## src/rtl/alu_writeback_if.sv

```systemverilog
// Result handshake bundle between the execute side and alu_writeback.
// master presents one completed instruction result, slave returns ready.
interface alu_writeback_if #(
  parameter int DATA_W = 8,
  parameter int ADDR_W = 3
);
  logic              in_valid;
  logic              in_ready;
  logic [1:0]        src_sel;
  logic [ADDR_W-1:0] dest_addr;
  logic              reg_we;
  logic              flag_we;
  logic [DATA_W-1:0] alu_result;
  logic              alu_zero;
  logic              alu_carry;
  logic [DATA_W-1:0] imm_value;

  modport master (
    output in_valid,
    output src_sel,
    output dest_addr,
    output reg_we,
    output flag_we,
    output alu_result,
    output alu_zero,
    output alu_carry,
    output imm_value,
    input  in_ready
  );

  modport slave (
    input  in_valid,
    input  src_sel,
    input  dest_addr,
    input  reg_we,
    input  flag_we,
    input  alu_result,
    input  alu_zero,
    input  alu_carry,
    input  imm_value,
    output in_ready
  );
endinterface

```

## src/rtl/alu_writeback.sv

```systemverilog
// Writeback stage: selects ALU/MEM/IMM result, drives the register-file
// write port and forwarding bypass, registers flags, stalls on loads.
module alu_writeback #(
  parameter int DATA_W      = 8,
  parameter int ADDR_W      = 3,
  parameter int MEM_TIMEOUT = 15,
  parameter int ZERO_REG    = 1
) (
  input  logic              clk,
  input  logic              reset,
  alu_writeback_if.slave    bus,
  input  logic              mem_rvalid,
  input  logic [DATA_W-1:0] mem_rdata,
  output logic              rf_we,
  output logic [ADDR_W-1:0] rf_waddr,
  output logic [DATA_W-1:0] rf_wdata,
  output logic              flag_zero,
  output logic              flag_carry,
  output logic              fwd_valid,
  output logic [ADDR_W-1:0] fwd_addr,
  output logic [DATA_W-1:0] fwd_data,
  output logic              mem_err
);

  localparam int CNT_W = $clog2(MEM_TIMEOUT + 1);
  localparam logic [CNT_W-1:0] CNT_LAST =
    CNT_W'(MEM_TIMEOUT - 1);

  typedef enum logic [0:0] {
    IDLE,
    WAIT_MEM
  } state_t;

  state_t            state;
  state_t            state_nxt;
  logic [CNT_W-1:0]  cnt;
  logic [CNT_W-1:0]  cnt_nxt;
  logic [ADDR_W-1:0] ld_addr;
  logic              ld_we;

  logic              accept;
  logic              is_alu;
  logic              is_mem;
  logic              is_imm;
  logic              wr_en;
  logic [ADDR_W-1:0] wr_addr;
  logic [DATA_W-1:0] wr_data;
  logic              flag_ld;
  logic              ld_start;
  logic              err_set;

  // A write to r0 is dropped when r0 is hardwired to zero.
  function automatic logic wr_ok(
    input logic              we,
    input logic [ADDR_W-1:0] addr
  );
    return we && !((ZERO_REG != 0) && (addr == '0));
  endfunction

  assign bus.in_ready = (state == IDLE) && !reset;
  assign accept = bus.in_valid && bus.in_ready;

  assign is_alu = (bus.src_sel == 2'b00);
  assign is_mem = (bus.src_sel == 2'b01);
  assign is_imm = (bus.src_sel == 2'b10);

  always_comb begin
    state_nxt = state;
    cnt_nxt   = cnt;
    wr_en     = 1'b0;
    wr_addr   = bus.dest_addr;
    wr_data   = bus.alu_result;
    flag_ld   = 1'b0;
    ld_start  = 1'b0;
    err_set   = 1'b0;
    unique case (state)
      IDLE: begin
        if (accept) begin
          flag_ld = bus.flag_we && is_alu;
          unique case (1'b1)
            is_mem: begin
              ld_start  = 1'b1;
              cnt_nxt   = '0;
              state_nxt = WAIT_MEM;
            end
            is_alu: begin
              wr_en = wr_ok(bus.reg_we, bus.dest_addr);
            end
            is_imm: begin
              wr_en   = wr_ok(bus.reg_we, bus.dest_addr);
              wr_data = bus.imm_value;
            end
            default: begin
            end
          endcase
        end
      end
      WAIT_MEM: begin
        wr_addr = ld_addr;
        wr_data = mem_rdata;
        // rvalid on the last allowed cycle still wins over the timeout
        if (mem_rvalid) begin
          wr_en     = wr_ok(ld_we, ld_addr);
          cnt_nxt   = '0;
          state_nxt = IDLE;
        end else if (cnt == CNT_LAST) begin
          err_set   = 1'b1;
          cnt_nxt   = '0;
          state_nxt = IDLE;
        end else begin
          cnt_nxt = cnt + 1'b1;
        end
      end
      default: begin
        state_nxt = IDLE;
        cnt_nxt   = '0;
      end
    endcase
  end

  always_ff @(posedge clk) begin
    if (reset) begin
      state      <= IDLE;
      cnt        <= '0;
      ld_addr    <= '0;
      ld_we      <= 1'b0;
      rf_we      <= 1'b0;
      rf_waddr   <= '0;
      rf_wdata   <= '0;
      flag_zero  <= 1'b0;
      flag_carry <= 1'b0;
      mem_err    <= 1'b0;
    end else begin
      state <= state_nxt;
      cnt   <= cnt_nxt;
      rf_we <= wr_en;
      if (wr_en) begin
        rf_waddr <= wr_addr;
        rf_wdata <= wr_data;
      end
      if (flag_ld) begin
        flag_zero  <= bus.alu_zero;
        flag_carry <= bus.alu_carry;
      end
      if (ld_start) begin
        ld_addr <= bus.dest_addr;
        ld_we   <= bus.reg_we;
      end
      if (err_set) begin
        mem_err <= 1'b1;
      end
    end
  end

  assign fwd_valid = rf_we;
  assign fwd_addr  = rf_waddr;
  assign fwd_data  = rf_wdata;

endmodule

```

## src/flat_wrapper.sv

```systemverilog
// flat-port wrapper written by rule: the top's interface ports become plain ports
module alu_writeback_flat 
#(
  parameter int DATA_W      = 8,
  parameter int ADDR_W      = 3,
  parameter int MEM_TIMEOUT = 15,
  parameter int ZERO_REG    = 1
)
  (clk, reset, mem_rvalid, mem_rdata, rf_we, rf_waddr, rf_wdata, flag_zero, flag_carry, fwd_valid, fwd_addr, fwd_data, mem_err, bus_in_valid, bus_src_sel, bus_dest_addr, bus_reg_we, bus_flag_we, bus_alu_result, bus_alu_zero, bus_alu_carry, bus_imm_value, bus_in_ready);
  alu_writeback_if #(.DATA_W(DATA_W), .ADDR_W(ADDR_W)) bus_i ();
  input  logic clk;
  input  logic reset;
  input  logic mem_rvalid;
  input  logic [DATA_W-1:0] mem_rdata;
  output logic rf_we;
  output logic [ADDR_W-1:0] rf_waddr;
  output logic [DATA_W-1:0] rf_wdata;
  output logic flag_zero;
  output logic flag_carry;
  output logic fwd_valid;
  output logic [ADDR_W-1:0] fwd_addr;
  output logic [DATA_W-1:0] fwd_data;
  output logic mem_err;
  input wire logic [$bits(bus_i.in_valid)-1:0] bus_in_valid;
  input wire logic [$bits(bus_i.src_sel)-1:0] bus_src_sel;
  input wire logic [$bits(bus_i.dest_addr)-1:0] bus_dest_addr;
  input wire logic [$bits(bus_i.reg_we)-1:0] bus_reg_we;
  input wire logic [$bits(bus_i.flag_we)-1:0] bus_flag_we;
  input wire logic [$bits(bus_i.alu_result)-1:0] bus_alu_result;
  input wire logic [$bits(bus_i.alu_zero)-1:0] bus_alu_zero;
  input wire logic [$bits(bus_i.alu_carry)-1:0] bus_alu_carry;
  input wire logic [$bits(bus_i.imm_value)-1:0] bus_imm_value;
  output wire logic [$bits(bus_i.in_ready)-1:0] bus_in_ready;
  assign bus_i.in_valid = bus_in_valid;
  assign bus_i.src_sel = bus_src_sel;
  assign bus_i.dest_addr = bus_dest_addr;
  assign bus_i.reg_we = bus_reg_we;
  assign bus_i.flag_we = bus_flag_we;
  assign bus_i.alu_result = bus_alu_result;
  assign bus_i.alu_zero = bus_alu_zero;
  assign bus_i.alu_carry = bus_alu_carry;
  assign bus_i.imm_value = bus_imm_value;
  assign bus_in_ready = bus_i.in_ready;
  alu_writeback #(.DATA_W(DATA_W), .ADDR_W(ADDR_W), .MEM_TIMEOUT(MEM_TIMEOUT), .ZERO_REG(ZERO_REG)) u_core (.clk(clk), .reset(reset), .bus(bus_i), .mem_rvalid(mem_rvalid), .mem_rdata(mem_rdata), .rf_we(rf_we), .rf_waddr(rf_waddr), .rf_wdata(rf_wdata), .flag_zero(flag_zero), .flag_carry(flag_carry), .fwd_valid(fwd_valid), .fwd_addr(fwd_addr), .fwd_data(fwd_data), .mem_err(mem_err));
endmodule
```

## config.mk

```make
export PLATFORM = sky130hd
export DESIGN_NAME = alu_writeback_flat
export DESIGN_NICKNAME = d
export VERILOG_FILES = /design/src/rtl/alu_writeback_if.sv /design/src/rtl/alu_writeback.sv /design/src/flat_wrapper.sv
export SDC_FILE = /design/constraint.sdc
export NUM_CORES = 1
export LEC_CHECK = 0
export BUFFER_PORTS_ARGS = -buffer_cell sky130_fd_sc_hd__buf_2
export CAP_MARGIN = 25
export CORE_MARGIN = 1
export CORE_UTILIZATION = 45
export DETAILED_ROUTE_END_ITERATION = 10
export GPL_ROUTABILITY_DRIVEN = 0
export GPL_TIMING_DRIVEN = 0
export PLACE_DENSITY_LB_ADDON = 0.08
export SKIP_LAST_GASP = 1
export SLEW_MARGIN = 20
export SYNTH_ARGS = -nofsm -noshare
export SYNTH_HDL_FRONTEND = slang
export SYNTH_SLANG_ARGS = --single-unit
export TNS_END_PERCENT = 50
```

## constraint.sdc

```tcl
create_clock -name clk -period 1.7 [get_ports clk]
set_clock_uncertainty 0.05 [all_clocks]
set_input_delay 0.085 -clock clk [delete_from_list [all_inputs] [get_ports clk]]
set_output_delay 0.085 -clock clk [all_outputs]
set_load 0.03 [all_outputs]
```

==> impl_metrics.env, run 1 <==
export IMPL_hp_class="input pin to register"
export IMPL_grt_remaining_overflow=0
export IMPL_finalSetupViolations=0
export IMPL_layout_common_cells="65 x buf_2, 24 x dfxtp_1, 16 x buf_4"
export IMPL_synth_warnings=0
export IMPL_power_switching_w=0.000287
export IMPL_rows=19
export IMPL_required_ps=1850
export IMPL_sequentialPowerShare=0.557
export IMPL_drt_iter0_drc=14
export IMPL_drt_wl_total_mm=3.45
export IMPL_grt_pass1_vias=1290
export IMPL_pre_cts_ws_ps=-116
export IMPL_grt_setup_unrepaired="true"
export IMPL_min_period_ps=1630
export IMPL_vias=1352
export IMPL_p_int_w=0.000755
export IMPL_final_common_cell="buf_2"
export IMPL_drc=0
export IMPL_numCtsBuffers=3
export IMPL_grt_pass1_wl_mm=5.45
export IMPL_hold_viol=0
export IMPL_final_area_mm2=0.00183
export IMPL_antenna_found_initial=0
export IMPL_path_max_fanout=7
export IMPL_dr_pass1_iters=4
export IMPL_status="finished clean"
export IMPL_io_pins=65
export IMPL_post_drt_wl_per_cell_um=13.3
export IMPL_synth_top_cell_area_share=0.358
export IMPL_cts_path_max_buffers=2
export IMPL_yosysSeqAreaShare=0.358
export IMPL_dp_hpwl_mm=2.50
export IMPL_synthDistinctLibCells=29
export IMPL_drive_above_1_share=0.434
export IMPL_ys_top_cells_by_area="dfxtp_1 36%, mux2i_1 6.7%, buf_4 6.7%"
export IMPL_swShare=0.276
export IMPL_ys_seq_elements=24
export IMPL_core_area_mm2=0.00278
export IMPL_clk_pin_slew_ps=140
export IMPL_syn_num_nets=190
export IMPL_cts_tree="built"
export IMPL_power_frac_clock=0.243
export IMPL_slew_viol_final=0
export IMPL_crit_chain="buf_6 -> nor4b_4 -> buf_4 -> buf_2 -> a21boi_0 -> o311ai_1 -> a21oi_1"
export IMPL_crit_path_top_delay_cell="dfxtp_1"
export IMPL_slew_headroom=0.649
export IMPL_dieArea_mm2=0.00320
export IMPL_clock_sinks=24
export IMPL_crit_family="buffers and inverters"
export IMPL_worst_hold_slack_ps=12.4
export IMPL_grt_total_usage=0.214
export IMPL_die_h_um=56.6
export IMPL_crit_path_end_kind="register"
export IMPL_syn_area_mm2=0.00134
export IMPL_clkLatencyLatePin_ps=310
export IMPL_vdd_drop_max_mv=0.543
export IMPL_startpoint_type="register"
export IMPL_synth_flop_cell="dfxtp_1"
export IMPL_start_util=0.482
export IMPL_worst_pin_slew_ps=523
export IMPL_period_share=0.960
export IMPL_p_comb_frac=0.200
export IMPL_cap_violations=0
export IMPL_portBuffers=63
export IMPL_power_total_w=0.00104
export IMPL_nFillCells=258
export IMPL_synth_edf_count=0
export IMPL_vias_per_cell=5.22
export IMPL_syn_to_final_growth_pct=36.5
export IMPL_max_stage_delay_ps=330
export IMPL_netlist_instances=151
export IMPL_worst_slack_ps=68.4
export IMPL_yosys_area_top_type="dfxtp_1"
export IMPL_powerDensity_mw_per_mm2=569
export IMPL_cts_root_buf="clkbuf_4"
export IMPL_path_class="register to register"
export IMPL_h_tree_depth=1
export IMPL_fp_dieW_um=56.6
export IMPL_grt_max_degree=13
export IMPL_placed_area_mm2=0.00170
export IMPL_nNetsFinal=269
export IMPL_num_antenna_cells=0
export IMPL_syn_mean_instance_area_um2=8.88
export IMPL_p_leak_nw=0.895
export IMPL_critPathBufInv=3
export IMPL_antenna_left=0
export IMPL_timing_fmax_mhz=613
export IMPL_synthArstFlopShare=0
export IMPL_critPathArrivalTime_ps=1780
power groups by stage:
stage,sequential [W],clock [W],combinational [W]
after floorplan,0.000606,0,0.0000970
after global placement,0.000592,0,0.000183
after detailed placement,0.000592,0,0.000186
after CTS,0.000580,0.000263,0.000201
after global routing,0.000582,0.000279,0.000223
final,0.000580,0.000253,0.000208
stage by stage:
step,std cells,TNS [ps],util
2_1_floorplan,151,0,-
3_3_place_gp,245,-574,0.610
3_5_place_dp,245,-838,0.610
4_1_cts,256,0,0.647
5_1_grt,259,-106,0.658
6_report,259,0,0.658
synth_stat cells (2+ instances only):
cell type	number
a21boi_0	8
dfxtp_1	24
nand2_1	9
a2bb2oi_1	2
nand2b_1	8
and3_2	8
nor2b_1	2
mux2i_1	9
nand3_1	4
a31oi_1	2
clkbuf_1	4
o311ai_1	8
nor3_1	4
buf_6	3
nor2_1	15
a211oi_1	4
ha_1	2
a21oi_1	12
buf_4	12
nand3b_1	2
per-layer routing:
metal / GRT usage / vias to the layer above / part of all wire
met5: 0 / - / 0
met4: 0.0697 / 0 / 0.0093
met3: 0.0323 / 4 / 0.064
met2: 0.387 / 57 / 0.49
met1: 0.256 / 603 / 0.43
li1: - / 688 / -
final cells by class:
cell class,instances,area [um^2],share of cell area
timing repair buffer,74,410,0.224
buffer,21,158,0.0861
inverter,1,3.75,0.00205
multi-input combinational,105,717,0.392
clock buffer,3,22.5,0.0123
sequential,24,480,0.262
tap,31,38.8,0.0212
worst paths after layout:
kind                                         start                 end  slack, ps  cells past startpoint
worst min-delay path                         reset  u_core.fwd_addr[0]         10                      2
worst min register to register  u_core.fwd_data[6]  u_core.fwd_data[6]        430                      2
worst max register to register        u_core.state  u_core.fwd_data[6]         70                      7
worst max-delay path                  u_core.state  u_core.fwd_data[6]         70                      7
cells by family after synthesis:
family / after synthesis / share of synthesized area
adder cells (fa/ha/maj): 2 / 0.0187
flip-flops: 24 / 0.358
buffers and inverters: 22 / 0.120
multiplexers: 9 / 0.0672
AND/OR/NAND/NOR: 55 / 0.228
AO/OA/AOI/OAI: 39 / 0.208
worst register-to-register path, cell delays in order, from the launching register on:
cell and delay (ps):
dfxtp_1 330, buf_6 130, nor4b_4 230, buf_4 180, buf_2 160, a21boi_0 90, o311ai_1 260, a21oi_1 100
state kept, by name (all words and copies together), names as in the netlist:
| name | cells |
|---|---|
| u_core.fwd_valid | 1 |
| u_core.ld_we | 1 |
| u_core.state | 1 |
| u_core.flag_zero | 1 |
| u_core.mem_err | 1 |
| u_core.fwd_addr | 3 |
| u_core.flag_carry | 1 |
| u_core.fwd_data | 8 |
| u_core.cnt | 4 |
| u_core.ld_addr | 3 |
repair_timing:
item,in CTS,in global routing
buffers inserted,2,2
pin swaps,1,1
hold endpoints to repair,6,0
cloned,0,1
hold buffers,6,0
resized for setup,1,1
endpoints found under the setup margin,10,8
Note: power is estimated with default switching activity, not from simulation.
==> inputs of run 2 (changes only) <==
--- a/config.mk
+++ b/config.mk
@@ -10,4 +10,5 @@
 export CORE_MARGIN = 1
 export CORE_UTILIZATION = 45
+export CTS_CLUSTER_DIAMETER = 120
 export DETAILED_ROUTE_END_ITERATION = 10
 export GPL_ROUTABILITY_DRIVEN = 0
--- a/constraint.sdc
+++ b/constraint.sdc
@@ -3,3 +3,3 @@
 set_input_delay 0.085 -clock clk [delete_from_list [all_inputs] [get_ports clk]]
 set_output_delay 0.085 -clock clk [all_outputs]
-set_load 0.03 [all_outputs]
+set_load 0.1 [all_outputs]
==> impl_metrics.env, run 2 (synthesized netlist as in run 1, its figures left out) <==
export IMPL_h_tree_depth=1
export IMPL_dr_pass1_iters=4
export IMPL_layout_common_cells="64 x buf_2, 23 x dfxtp_1, 19 x buf_4"
export IMPL_drc=0
export IMPL_hp_class="input pin to register"
export IMPL_dp_cells=245
export IMPL_numCtsBuffers=3
export IMPL_core_area_mm2=0.00278
export IMPL_io_pins=65
export IMPL_grt_pass1_wl_mm=5.60
export IMPL_grt_remaining_overflow=0
export IMPL_p_comb_frac=0.258
export IMPL_antenna_left=0
export IMPL_fp_dieW_um=56.6
export IMPL_slew_viol_final=0
export IMPL_finalSetupViolations=0
export IMPL_vias_per_cell=5.33
export IMPL_sequentialPowerShare=0.516
export IMPL_start_util=0.482
export IMPL_reg2reg_slack_ps=30
export IMPL_min_period_ps=1670
export IMPL_slew_headroom=0.654
export IMPL_dp_hpwl_mm=2.51
export IMPL_required_ps=1840
export IMPL_path_class="register to register"
export IMPL_largest_register_ffs=8
export IMPL_drive_above_1_share=0.450
export IMPL_grt_setup_unrepaired="true"
export IMPL_p_int_w=0.000755
export IMPL_nFillCells=251
export IMPL_worst_pin_slew_ps=519
export IMPL_portBuffers=63
export IMPL_timing_fmax_mhz=600
export IMPL_nNetsFinal=270
export IMPL_worst_slack_ps=34.3
export IMPL_multi_input_area_um2=721
export IMPL_critPathArrivalTime_ps=1810
export IMPL_syn_to_final_growth_pct=37.5
export IMPL_clkLatencyLatePin_ps=320
export IMPL_period_share=0.980
export IMPL_path_max_fanout=5
export IMPL_drt_iter0_drc=23
export IMPL_cap_violations=0
export IMPL_status="finished clean"
export IMPL_crit_path_end_kind="register"
export IMPL_cts_tree="built"
export IMPL_grt_max_degree=13
export IMPL_clk_pin_slew_ps=130
export IMPL_grt_total_usage=0.223
export IMPL_power_frac_clock=0.226
export IMPL_dieArea_mm2=0.00320
export IMPL_grt_pass1_vias=1263
export IMPL_hold_viol=0
export IMPL_final_common_cell="buf_2"
export IMPL_cts_root_buf="clkbuf_4"
export IMPL_vdd_drop_max_mv=0.474
export IMPL_rows=19
export IMPL_fin_cells=260
export IMPL_powerDensity_mw_per_mm2=609
export IMPL_clock_sinks=24
export IMPL_num_antenna_cells=0
export IMPL_regArea_um2=484
export IMPL_post_drt_wl_per_cell_um=13.6
export IMPL_die_h_um=56.6
export IMPL_pre_cts_ws_ps=-140
export IMPL_swShare=0.329
export IMPL_vias=1386
export IMPL_antenna_found_initial=0
export IMPL_cts_path_max_buffers=2
export IMPL_p_leak_nw=0.899
export IMPL_startpoint_type="register"
export IMPL_drt_wl_total_mm=3.53
export IMPL_power_switching_w=0.000369
==> run 2: repair_timing <==
item / in CTS / in global routing
buffers inserted: 1 / 6
hold buffers: 6 / 0
pin swaps: 1 / 6
hold endpoints to repair: 6 / 0
endpoints found under the setup margin: 11 / 8
resized for setup: 1 / 7
==> run 2: critical path: stages (launching register included) <==
cell	delay, ps
dfxtp_4	400
nor4b_4	320
buf_6	150
buf_4	130
a21boi_0	80
o311ai_1	310
a21oi_1	100
==> run 2: path summary, 6_finish.rpt <==
kind,start,endpoint,cells after the start
worst max-delay path,u_core.state,u_core.fwd_data[3],6
worst min-delay path,reset,u_core.cnt[3],2
worst max register to register,u_core.state,u_core.fwd_data[3],6
worst min register to register,u_core.fwd_data[0],u_core.fwd_data[0],2
==> run 2: layout make-up <==
cell class	count	share of cell area
multi-input cells	105	0.391
clock buffers	3	0.0122
inverters	1	0.00204
well taps	31	0.0210
repair buffers	76	0.232
plain buffers	20	0.0794
flip-flops and latches	24	0.263
==> run 2: power groups by stage <==
stage                     Combinational [W]  Sequential, W  Clock [W]
after floorplan                    0.000142       0.000644          0
after global placement             0.000266       0.000592          0
after detailed placement           0.000268       0.000593          0
after CTS                          0.000282       0.000580   0.000257
after global routing               0.000305       0.000582   0.000277
final                              0.000290       0.000580   0.000254
==> run 2: per-layer routing <==
layer	global-route usage	up-vias	wire length (um)
met3	0.0276	5	189
met1	0.286	641	1550
met2	0.382	51	1750
met4	0.0801	0	41
met5	0	-	0
li1	-	689	-
==> run 2: through the flow <==
step | util | hold slack (ps) | power (W) | setup TNS (ps) | area [um^2]
6_report | 0.663 | 8.90 | 0.00112 | 0 | 1840
5_1_grt | 0.663 | 27.5 | 0.00116 | -70.2 | 1840
4_1_cts | 0.647 | 6.41 | 0.00112 | 0 | 1800
3_5_place_dp | 0.612 | 290 | 0.000861 | -913 | 1700
3_3_place_gp | 0.612 | 269 | 0.000857 | -647 | 1700
2_1_floorplan | - | 179 | 0.000786 | 0 | 1350
